[src/rtl/mag_diff_cmp_pkg.sv]
// Shared types and constants for the registered magnitude comparator.
// Optional signed compare is selected in mag_diff_cmp with MAG_DIFF_CMP_SIGNED_EN.
package mag_diff_cmp_pkg;

  localparam int CMP_WIDTH = 16;
  localparam int CMP_IDX_W = $clog2(CMP_WIDTH);

  typedef struct packed {
    logic                 eq;
    logic                 ae;
    logic                 gt;
    logic [CMP_IDX_W-1:0] d;
  } cmp_result_t;

  localparam cmp_result_t CMP_RESULT_RST = '0;

  // ae is built from eq and gt, so ae == eq | gt always holds.
  function automatic cmp_result_t cmp_pack(input logic                 eq,
                                           input logic                 gt,
                                           input logic [CMP_IDX_W-1:0] d);
    cmp_result_t r;
    r.eq = eq;
    r.gt = gt;
    r.ae = eq | gt;
    r.d  = d;
    return r;
  endfunction

endpackage

[src/rtl/mag_diff_cmp_msb_diff_enc.sv]
// Combinational priority encoder: reports whether any bit of x is set and
// the index of the highest set bit (0 when x is all zero).
module msb_diff_enc #(
  parameter int WIDTH = 16
) (
  input  logic [WIDTH-1:0]         x,
  output logic                     any,
  output logic [$clog2(WIDTH)-1:0] idx
);

  localparam int IDX_W = $clog2(WIDTH);

  // Ascending scan: the last set bit seen wins, which is the most significant one.
  always_comb begin
    idx = '0;
    for (int i = 0; i < WIDTH; i++) begin
      if (x[i]) idx = IDX_W'(i);
    end
  end

  assign any = |x;

endmodule

[src/rtl/mag_diff_cmp.sv]
// Registered magnitude comparator: eq/ae/gt flags plus index of the most
// significant differing bit. Define MAG_DIFF_CMP_SIGNED_EN for two's-complement operands.
module mag_diff_cmp
  import mag_diff_cmp_pkg::*;
#(
  parameter int WIDTH = CMP_WIDTH
) (
  input  logic                     clk,
  input  logic                     rst,
  input  logic                     in_valid,
  input  logic [WIDTH-1:0]         a,
  input  logic [WIDTH-1:0]         b,
  output logic                     out_valid,
  output logic                     eq,
  output logic                     ae,
  output logic                     gt,
  output logic [$clog2(WIDTH)-1:0] d
);

  localparam int IDX_W = $clog2(WIDTH);

  // Handshake: valid-only, no ready. Operands are taken on every edge where
  // in_valid is high; out_valid pulses for one cycle on the following cycle.
  // Between pulses the result flags hold the last accepted compare.

  logic [WIDTH-1:0] x;
  logic             any;
  logic [IDX_W-1:0] idx;
  logic             eq_c;
  logic             gt_c;
  cmp_result_t      res_c;
  cmp_result_t      res_q;
  logic             valid_q;

  assign x = a ^ b;

  msb_diff_enc #(
    .WIDTH(WIDTH)
  ) u_enc (
    .x  (x),
    .any(any),
    .idx(idx)
  );

  assign eq_c = ~any;

`ifdef MAG_DIFF_CMP_SIGNED_EN
  // A difference in the sign bit means the operand with the sign bit clear is larger.
  always_comb begin
    gt_c = 1'b0;
    if (!eq_c) begin
      if (idx == IDX_W'(WIDTH - 1)) gt_c = b[WIDTH-1];
      else                          gt_c = a[idx];
    end
  end
`else
  always_comb begin
    gt_c = 1'b0;
    if (!eq_c) gt_c = a[idx];
  end
`endif

  assign res_c = cmp_pack(eq_c, gt_c, idx);

  // Result capture is gated by in_valid so idle (possibly unknown) operands never reach the outputs.
  always_ff @(posedge clk) begin
    if (rst) begin
      res_q   <= CMP_RESULT_RST;
      valid_q <= 1'b0;
    end else begin
      valid_q <= in_valid;
      if (in_valid) res_q <= res_c;
    end
  end

  assign out_valid = valid_q;
  assign eq        = res_q.eq;
  assign ae        = res_q.ae;
  assign gt        = res_q.gt;
  assign d         = res_q.d;

endmodule

[config.mk]
export PLATFORM = sky130hd
export DESIGN_NAME = mag_diff_cmp
export DESIGN_NICKNAME = d
export VERILOG_FILES = /design/src/rtl/mag_diff_cmp_pkg.sv /design/src/rtl/mag_diff_cmp_msb_diff_enc.sv /design/src/rtl/mag_diff_cmp.sv
export SDC_FILE = /design/constraint.sdc
export NUM_CORES = 1
export LEC_CHECK = 0
export BUFFER_PORTS_ARGS = -buffer_cell sky130_fd_sc_hd__buf_2
export CAP_MARGIN = 5
export CORE_AREA = 3 3 48 50
export CTS_CLUSTER_SIZE = 20
export DETAILED_ROUTE_END_ITERATION = 8
export DIE_AREA = 0 0 51 53
export PLACE_DENSITY = 0.79
export SLEW_MARGIN = 10
export SYNTH_ARGS = -nofsm -noshare
export SYNTH_HDL_FRONTEND = slang
export SYNTH_SLANG_ARGS = --single-unit
[constraint.sdc]
create_clock -name clk -period 3.4 [get_ports clk]
set_clock_uncertainty 0.15 [all_clocks]
set_input_delay 0.68 -clock clk [delete_from_list [all_inputs] [get_ports clk]]
set_output_delay 0.68 -clock clk [all_outputs]
set_load 0.05 [all_outputs]
==> results of run 1 <==
-- area by class of cell --
class	instances	area (um2)	share of cell area, %
Clock buffer	3	22.5	1.90
Inverter	5	18.8	1.58
Multi-Input combinational cell	93	727	61.2
Sequential cell	8	160	13.5
Tap cell	27	33.8	2.85
Timing Repair Buffer	44	225	19.0
-- state kept, by name (all words and copies together), names as in the netlist --
signal and count:
out_valid 1, d 4, eq 1, gt 1, ae 1
-- worst reg2reg max path, cell delays in order, from the launching register on --
cell and delay [ns]:
dfxtp_1 0.33, inv_1 0.04, o32ai_1 0.24
-- layout by cell type (no fill, tap or decap), types with 2 or more instances in the layout --
master | synthesis | final
a211oi_1 | 9 | 9
a21oi_1 | 4 | 4
buf_2 | 0 | 42
buf_4 | 0 | 2
clkbuf_4 | 0 | 3
dfxtp_1 | 8 | 8
inv_1 | 5 | 5
mux2i_1 | 3 | 3
nand2_1 | 5 | 5
nand3_1 | 2 | 2
nand4_1 | 3 | 3
nor2_1 | 12 | 12
nor3_1 | 2 | 2
o211ai_1 | 3 | 3
o21ai_0 | 2 | 2
o221ai_1 | 2 | 2
xnor2_1 | 12 | 12
xor2_1 | 8 | 8
xor2_2 | 3 | 3
-- cells by family after synthesis --
logic type             Yosys count
flip-flops                       8
buffers and inverters            7
XOR/XNOR                        23
AO/OA/AOI/OAI                   35
AND/OR/NAND/NOR                 32
multiplexers                     3
-- report_power, final --
| group | internal, uW | switching [uW] | total, uW |
|---|---|---|---|
| clock | 40.1 | 28.3 | 68.4 |
| combinational | 72.4 | 119 | 191 |
| sequential | 102 | 3.85 | 106 |
-- stage by stage --
stage                     instance area, um2  power, uW  cells  utilization [%]  setup WS (ns)
after floorplan                          913        239    108                -          0.849
after global placement                  1160        295    177             60.0          0.505
after detailed placement                1160        298    177             60.0          0.471
after CTS                               1190        370    180             61.1          0.723
after global routing                    1190        389    180             61.1          0.546
final                                   1190        366    180             61.1          0.682
-- layer usage --
metal  wire length (um)  vias up  share of wire [%]  global-route usage (%)
met2               1250       30                 53                    32.2
met3                 93        6                4.0                    1.97
met5                  0        -                  0                       0
met1                949      450                 40                    18.3
li1                   -      492                  -                       -
met4                 50        0                2.1                    13.0
-- worst max-delay path by stage --
stage	end
final	gt
after global placement	gt
after detailed placement	gt
after floorplan	ae
after CTS	gt
after global routing	gt
==> key figures, run 1 <==
Outcome
  • Status: complete, no violations

Clock tree
  • CTS Buf Count: 3
  • Clk slew on worst S/H paths: 0.05 ns
  • Post-CTS Resized: 0
  • Clock buffer depth: 2
  • Root Buffer: clkbuf_4
  • Worst skew pair latency: 0.24 ns
  • Clk sinks: 8
  • H-tree depth: 1
  • Postcts setup bufs: 0
  • CTS tree: built
  • Post-CTS Hold Buffers: 0

Yosys
  • Xor and xnor area share after synthesis: around 25%
  • YS warnings: 0
  • Largest area contributor in the netlist: dfxtp_1
  • Most used DFF post-synth: dfxtp_1
  • Synth Area in Compound Gates: 32.7%
  • Synth Area in Adders: 0%
  • Synth Register Bits: 8
  • Post-synth ARST share: 0%
  • Syn nets: ~140
  • Mapped cell area: 913 um2
  • Multiplexer area fraction after synthesis: under 10%
  • Synth Instances: 108
  • Post-synthesis sequential area ratio: 17.5%
  • Main combinational cell family by area after synthesis: compound AO/OA/AOI/OAI gates
  • Number of synthesized flops with an enable pin: 0
  • Simple-gate share of the synthesized area: 19.0%
  • Syn_area_per_cell: 8.46 um2
  • Post-synth top cells: 12 x nor2_1, 12 x xnor2_1, 9 x a211oi_1
  • Top post-synthesis cells by area: dfxtp_1 18%, xnor2_1 12%, xor2_1 7.7%
  • Share of the synthesized area in the top cell type: roughly 18%
  • Yosys cell types: 40

Power
  • Pleak: 0.000488 uW
  • VDD IR max: roughly 170 uV
  • Pwr/cell area: 308 nW/um2

STA
  • Slew @ Worst Pin: around 0.65 ns
  • Final min period: 2.72 ns
  • WHS: 0.331 ns
  • Fmax achieved: 368 MHz
  • RSZ-0062 raised after global routing: no
  • Final TNS setup: 0 ns
  • Slew Limit Fails: 0
  • Max_slew headroom: 56.4%
  • Final hold vios: 0
  • Final setup violating endpoints: 0
  • Period utilization: 79.9%

Drt
  • Final ANT Viol Nets: 0
  • Via density: roughly 5.4
  • 1st-pass router iterations: 4
  • Routed WL per cell: 13.0 um
  • DR DRC count: 0
  • Initial DRC count: 15
  • Total wire length: 2350 um
  • Vias: 978

Floorplan
  • Die area: 2700 um2
  • IO Count: 43
  • Initial Utilization: 47.0%
  • Die height: 53 um
  • # rows: 16
  • Placeable Area: 1940 um2
  • Die X: 51 um

Hold path
  • Worst min-delay path startpoint: d[0]
  • Hold Crit Depth: 2
  • Hold WC Path Type: reg -> reg
  • Hold EP: d[0]

Global routing
  • Gr usage total: 17.5%
  • Pin count of the biggest net entering global routing: 14
  • Overflow after GRT: 0
  • Vias in the first global route: 949
  • Initial antenna violation count: 0
  • First-pass GRT wire length: 3620 um

Finish
  • Share of cells above drive strength 1: 38.6%
  • Final Net Count: 190
  • Filler cell count: 187
  • ANT cells: 0
  • Area delta synth->final: 30.0%

Setup path
  • R2R Path Start: gt
  • Cell family with most CP delay: compound AO/OA/AOI/OAI gates
  • Worst Setup End Kind: flip-flop
  • RR Endpoint: gt
  • Worst setup path start: b[10]
  • Worst path max stage delay: 0.49 ns
  • Critical Path AT: ~2.7 ns
  • Worst R2R Path Depth: 2
  • R2R setup slack: 2.54 ns
  • WP buf/inv: 1
  • Crit-path max FO: 6
  • Crit path launch type: input pin
  • Crit path depth: 9
  • Kind of critical path: in -> reg
  • Crit-path cells: buf_2, xnor2_1, nor2_1, a2111oi_4, a21oi_4, mux2i_1, o221ai_1, o32ai_2, o32ai_1
  • CP max stage cell: a2111oi_4
  • Critical path required time: 3.37 ns

Placed design
  • Hpwl dp: 2000 um
  • PortBufs: 42
  • Routability congestion estimate: 0.841

Run
  • Max cap viols: 0
(Power assumes the default switching activity.)
==> run 2: changes to the inputs <==
--- a/config.mk
+++ b/config.mk
@@ -5,13 +5,14 @@
 export SDC_FILE = /design/constraint.sdc
 export NUM_CORES = 1
 export LEC_CHECK = 0
+export ABC_AREA = 1
 export BUFFER_PORTS_ARGS = -buffer_cell sky130_fd_sc_hd__buf_2
 export CAP_MARGIN = 5
 export CORE_AREA = 3 3 48 50
 export CTS_CLUSTER_SIZE = 20
 export DETAILED_ROUTE_END_ITERATION = 8
 export DIE_AREA = 0 0 51 53
-export PLACE_DENSITY = 0.79
+export PLACE_DENSITY = 0.76
 export SLEW_MARGIN = 10
 export SYNTH_ARGS = -nofsm -noshare
 export SYNTH_HDL_FRONTEND = slang
==> constraint.sdc (replaced) <==
create_clock -name clk -period 2.8 [get_ports clk]
set_clock_uncertainty 0.15 [all_clocks]
set_input_delay 0.56 -clock clk [delete_from_list [all_inputs] [get_ports clk]]
set_output_delay 0.56 -clock clk [all_outputs]
set_load 0.05 [all_outputs]
==> key figures, run 2 <==
Power
  • Logic pwr share: 49.9% (-2.4 points)
  • Pleak: 0.000633 uW (+30%)
  • P_int: 250 uW (+17%)
  • Clk network pwr share: 20.2% (+1.5 points)
  • Sw power: 175 uW (+16%)
  • Switching Share: 41.2% (-0.15 points)
  • VDD IR max: 360 uV (+120%)
  • Sequential share of power: 29.9% (+0.9 points)
  • Pwr/cell area: 383 nW/um2 (+24%)

Yosys
  • Post-synthesis sequential area ratio: 18.8% (+1.3 points)
  • Syn nets: 177 (+24%)
  • Post-synth ARST share: 0% (unchanged)
  • Top post-synthesis cells by area: dfxtp_1 19%, nand2_1 17%, nand3_1 11%
  • Mapped cell area: 852 um2 (-6.7%)
  • Synth Register Bits: 8 (unchanged)
  • Largest area contributor in the netlist: dfxtp_1
  • Most used DFF post-synth: dfxtp_1
  • Synth Instances: 142 (+31%)
  • YS warnings: 0 (unchanged)
  • Post-synth top cells: 39 x nand2_1, 22 x inv_1, 19 x nand3_1
  • Most instantiated library cell after synthesis: nand2_1
  • Share of the synthesized area in the top cell type: 18.8% (+1.3 points)
  • Yosys cell types: 22 (-45%)
  • Number of synthesized flops with an enable pin: 0 (unchanged)
  • Syn_area_per_cell: 6.00 um2 (-29%)

Global routing
  • First-pass GRT wire length: 3630 um (+0.19%)
  • Vias in the first global route: 931 (-1.9%)
  • Initial antenna violation count: 0 (unchanged)
  • Overflow after GRT: 0 (unchanged)
  • Gr usage total: 17.1% (-0.46 points)
  • Pin count of the biggest net entering global routing: 11 (-3)

Hold path
  • Hold EP: gt
  • Worst min-delay path startpoint: gt
  • Hold Crit Depth: 2 (unchanged)
  • Hold WC Path Type: reg -> reg

Setup path
  • Worst Setup End Kind: flip-flop
  • Worst R2R Path Depth: 4 (+2)
  • Worst path max stage delay: 0.20 ns (-0.29 ns)
  • Kind of critical path: in -> reg
  • Crit-path cells: buf_2, xnor2_1, nand2_1, nand2_1, nand2_1, nand2_1, nand2_1, nand2_1, nand2_1, nand2_1, nand2_1, nand2_1, nand2_2, nand2_4, nand2_8, nand2_1, nand2_1, nand2_1, nand3_1, nand3_1, nand2_1, nand2_1, a21oi_2
  • Critical path required time: 2.79 ns (-0.58 ns)
  • Critical Path AT: 2.21 ns (-0.47 ns)
  • RR Endpoint: d[2]
  • R2R Path Start: d[2]
  • Crit-path max FO: 9 (+3)
  • Crit path launch type: input pin
  • CP max stage cell: xnor2_1
  • Most common cell on crit path: nand2_1
  • R2R setup slack: 1.98 ns (-0.56 ns)

STA
  • Slew Limit Fails: 0 (unchanged)
  • Slew @ Worst Pin: 0.342 ns (-0.310 ns)
  • Max_slew headroom: 77.0% (+21 points)
  • Final setup violating endpoints: 0 (unchanged)
  • Fmax achieved: 450 MHz
  • Period utilization: between 70% and 80%
  • RSZ-0062 raised after global routing: no
  • Final hold vios: 0 (unchanged)
  • Final TNS setup: 0 ns (unchanged)
  • Final min period: 2.22 ns
  • Final setup margin: 0.579 ns (-0.103 ns)

Drt
  • Final ANT Viol Nets: 0 (unchanged)
  • Initial DRC count: 22 (+7)
  • DR DRC count: 0 (unchanged)
  • Vias: 980 (+0.20%)
  • Via density: 4.62 (-15%)
  • 1st-pass router iterations: 4 (unchanged)
  • Routed WL per cell: 9.28 um (-29%)
  • Total wire length: 1970 um (-16%)

Floorplan
  • Placeable Area: 1940 um2 (unchanged)
  • Die X: 51 um (unchanged)
  • IO Count: 43 (unchanged)
  • # rows: 16 (unchanged)
  • Initial Utilization: 43.9% (-3.2 points)
  • Die area: 2700 um2 (unchanged)
  • Die height: 53 um (unchanged)

Clock tree
  • CTS Buf Count: 3 (unchanged)
  • Clk sinks: 8 (unchanged)
  • Clk slew on worst S/H paths: 0.05 ns (about the same)
  • H-tree depth: 1 (unchanged)
  • Postcts setup bufs: 0 (unchanged)
  • Clock buffer depth: 2 (unchanged)
  • Worst skew pair latency: 0.25 ns (about the same)
  • CTS tree: built
  • Post-CTS Resized: 0 (unchanged)
  • Root Buffer: clkbuf_4
  • Post-CTS Hold Buffers: 0 (unchanged)

Finish
  • Most common cell after layout, fill and taps aside: buf_2
  • Register area: 160 um2 (unchanged)
  • Multi-input gate area: 591 um2 (-19%)
  • Most frequent cells in the layout: 42 x buf_2, 39 x nand2_1, 22 x inv_1
  • Share of cells above drive strength 1: 32.4% (-6.1 points)
  • Finished Core Util: 57.2% (-3.9 points)
  • ANT cells: 0 (unchanged)
  • Max reg flops: 4 (unchanged)
  • Filler cell count: 214 (+14%)
  • Area delta synth->final: 30.4%
  • Final Net Count: 222 (+17%)

Run
  • Max cap viols: 0 (unchanged)

Placed design
  • Hpwl dp: 1770 um (-11%)
  • PortBufs: 42 (unchanged)
  • Dpl ws: 0.309 ns (-0.162 ns)
  • Routability congestion estimate: 0.797 (-5.2%)

Outcome
  • Status: complete, no violations
run 2: cell count changes after synthesis, moves of 3 or more:
cell,previous run,this run
a211oi_1,9,1
inv_1,5,22
inv_2,0,3
mux2i_1,3,0
nand2_1,5,39
nand2_2,0,4
nand3_1,2,19
nand4_1,3,0
nor2_1,12,16
xnor2_1,12,9
xnor2_2,0,3
xor2_1,8,2
xor2_2,3,0
run 2: cells by family (layout without fill, tap and decap cells):
logic type / count (synthesis) / after routing / synth area share, %
compound gates: 9 / 9 / 6.46
xor+xnor: 14 / 14 / 17.0
buf+inv: 27 / 70 / 11.9
flops: 8 / 8 / 18.8
simple gates: 84 / 84 / 45.8
run 2: cell type report:
type | instances | share of cell area [%]
Clock buffer | 3 | 2.03
Inverter | 25 | 8.45
Multi-Input combinational cell | 107 | 53.2
Sequential cell | 8 | 14.4
Tap cell | 27 | 3.04
Timing Repair Buffer | 42 | 18.9
run 2: how the worst max path moves through the flow:
stage                     from  endpoint  cells past startpoint
after floorplan           b[3]        gt                     22
after global placement    a[1]        gt                     26
after detailed placement  a[1]        gt                     26
after CTS                 a[1]        gt                     26
after global routing      a[3]        ae                     23
final                     b[3]        gt                     23
run 2: routing by layer:
layer  global-route usage (%)  up-vias  share of wire (%)
met5                        0        -                  0
met4                        0        0                  0
met3                     4.51        0                6.9
met2                     32.6       30                 53
met1                     20.0      422                 40
li1                         -      528                  -
run 2: stage by stage:
step	cells	area, um2	hold slack (ns)	power (uW)
finish	212	1110	0.326	425
global route	212	1110	0.341	466
CTS	212	1110	0.332	432
detailed placement	209	1090	0.325	343
global placement	209	1090	0.315	338
floorplan	142	852	0.545	284
run 2: worst max-delay path, delay by kind of cell:
| kind | cells | cell delay (ns) |
|---|---|---|
| buffers and inverters | 1 | 0.10 |
| AND/OR/NAND/NOR | 20 | 1.29 |
| XOR/XNOR | 1 | 0.20 |
| AO/OA/AOI/OAI | 1 | 0.05 |
run 2: power by group through the flow:
stage / registers [uW] / logic [uW] / clock network [uW]
2_1_floorplan: 162 / 122 / 0
3_3_place_gp: 129 / 209 / 0
3_5_place_dp: 130 / 213 / 0
4_1_cts: 127 / 214 / 90.5
5_1_grt: 128 / 241 / 97.1
6_report: 127 / 212 / 86.1
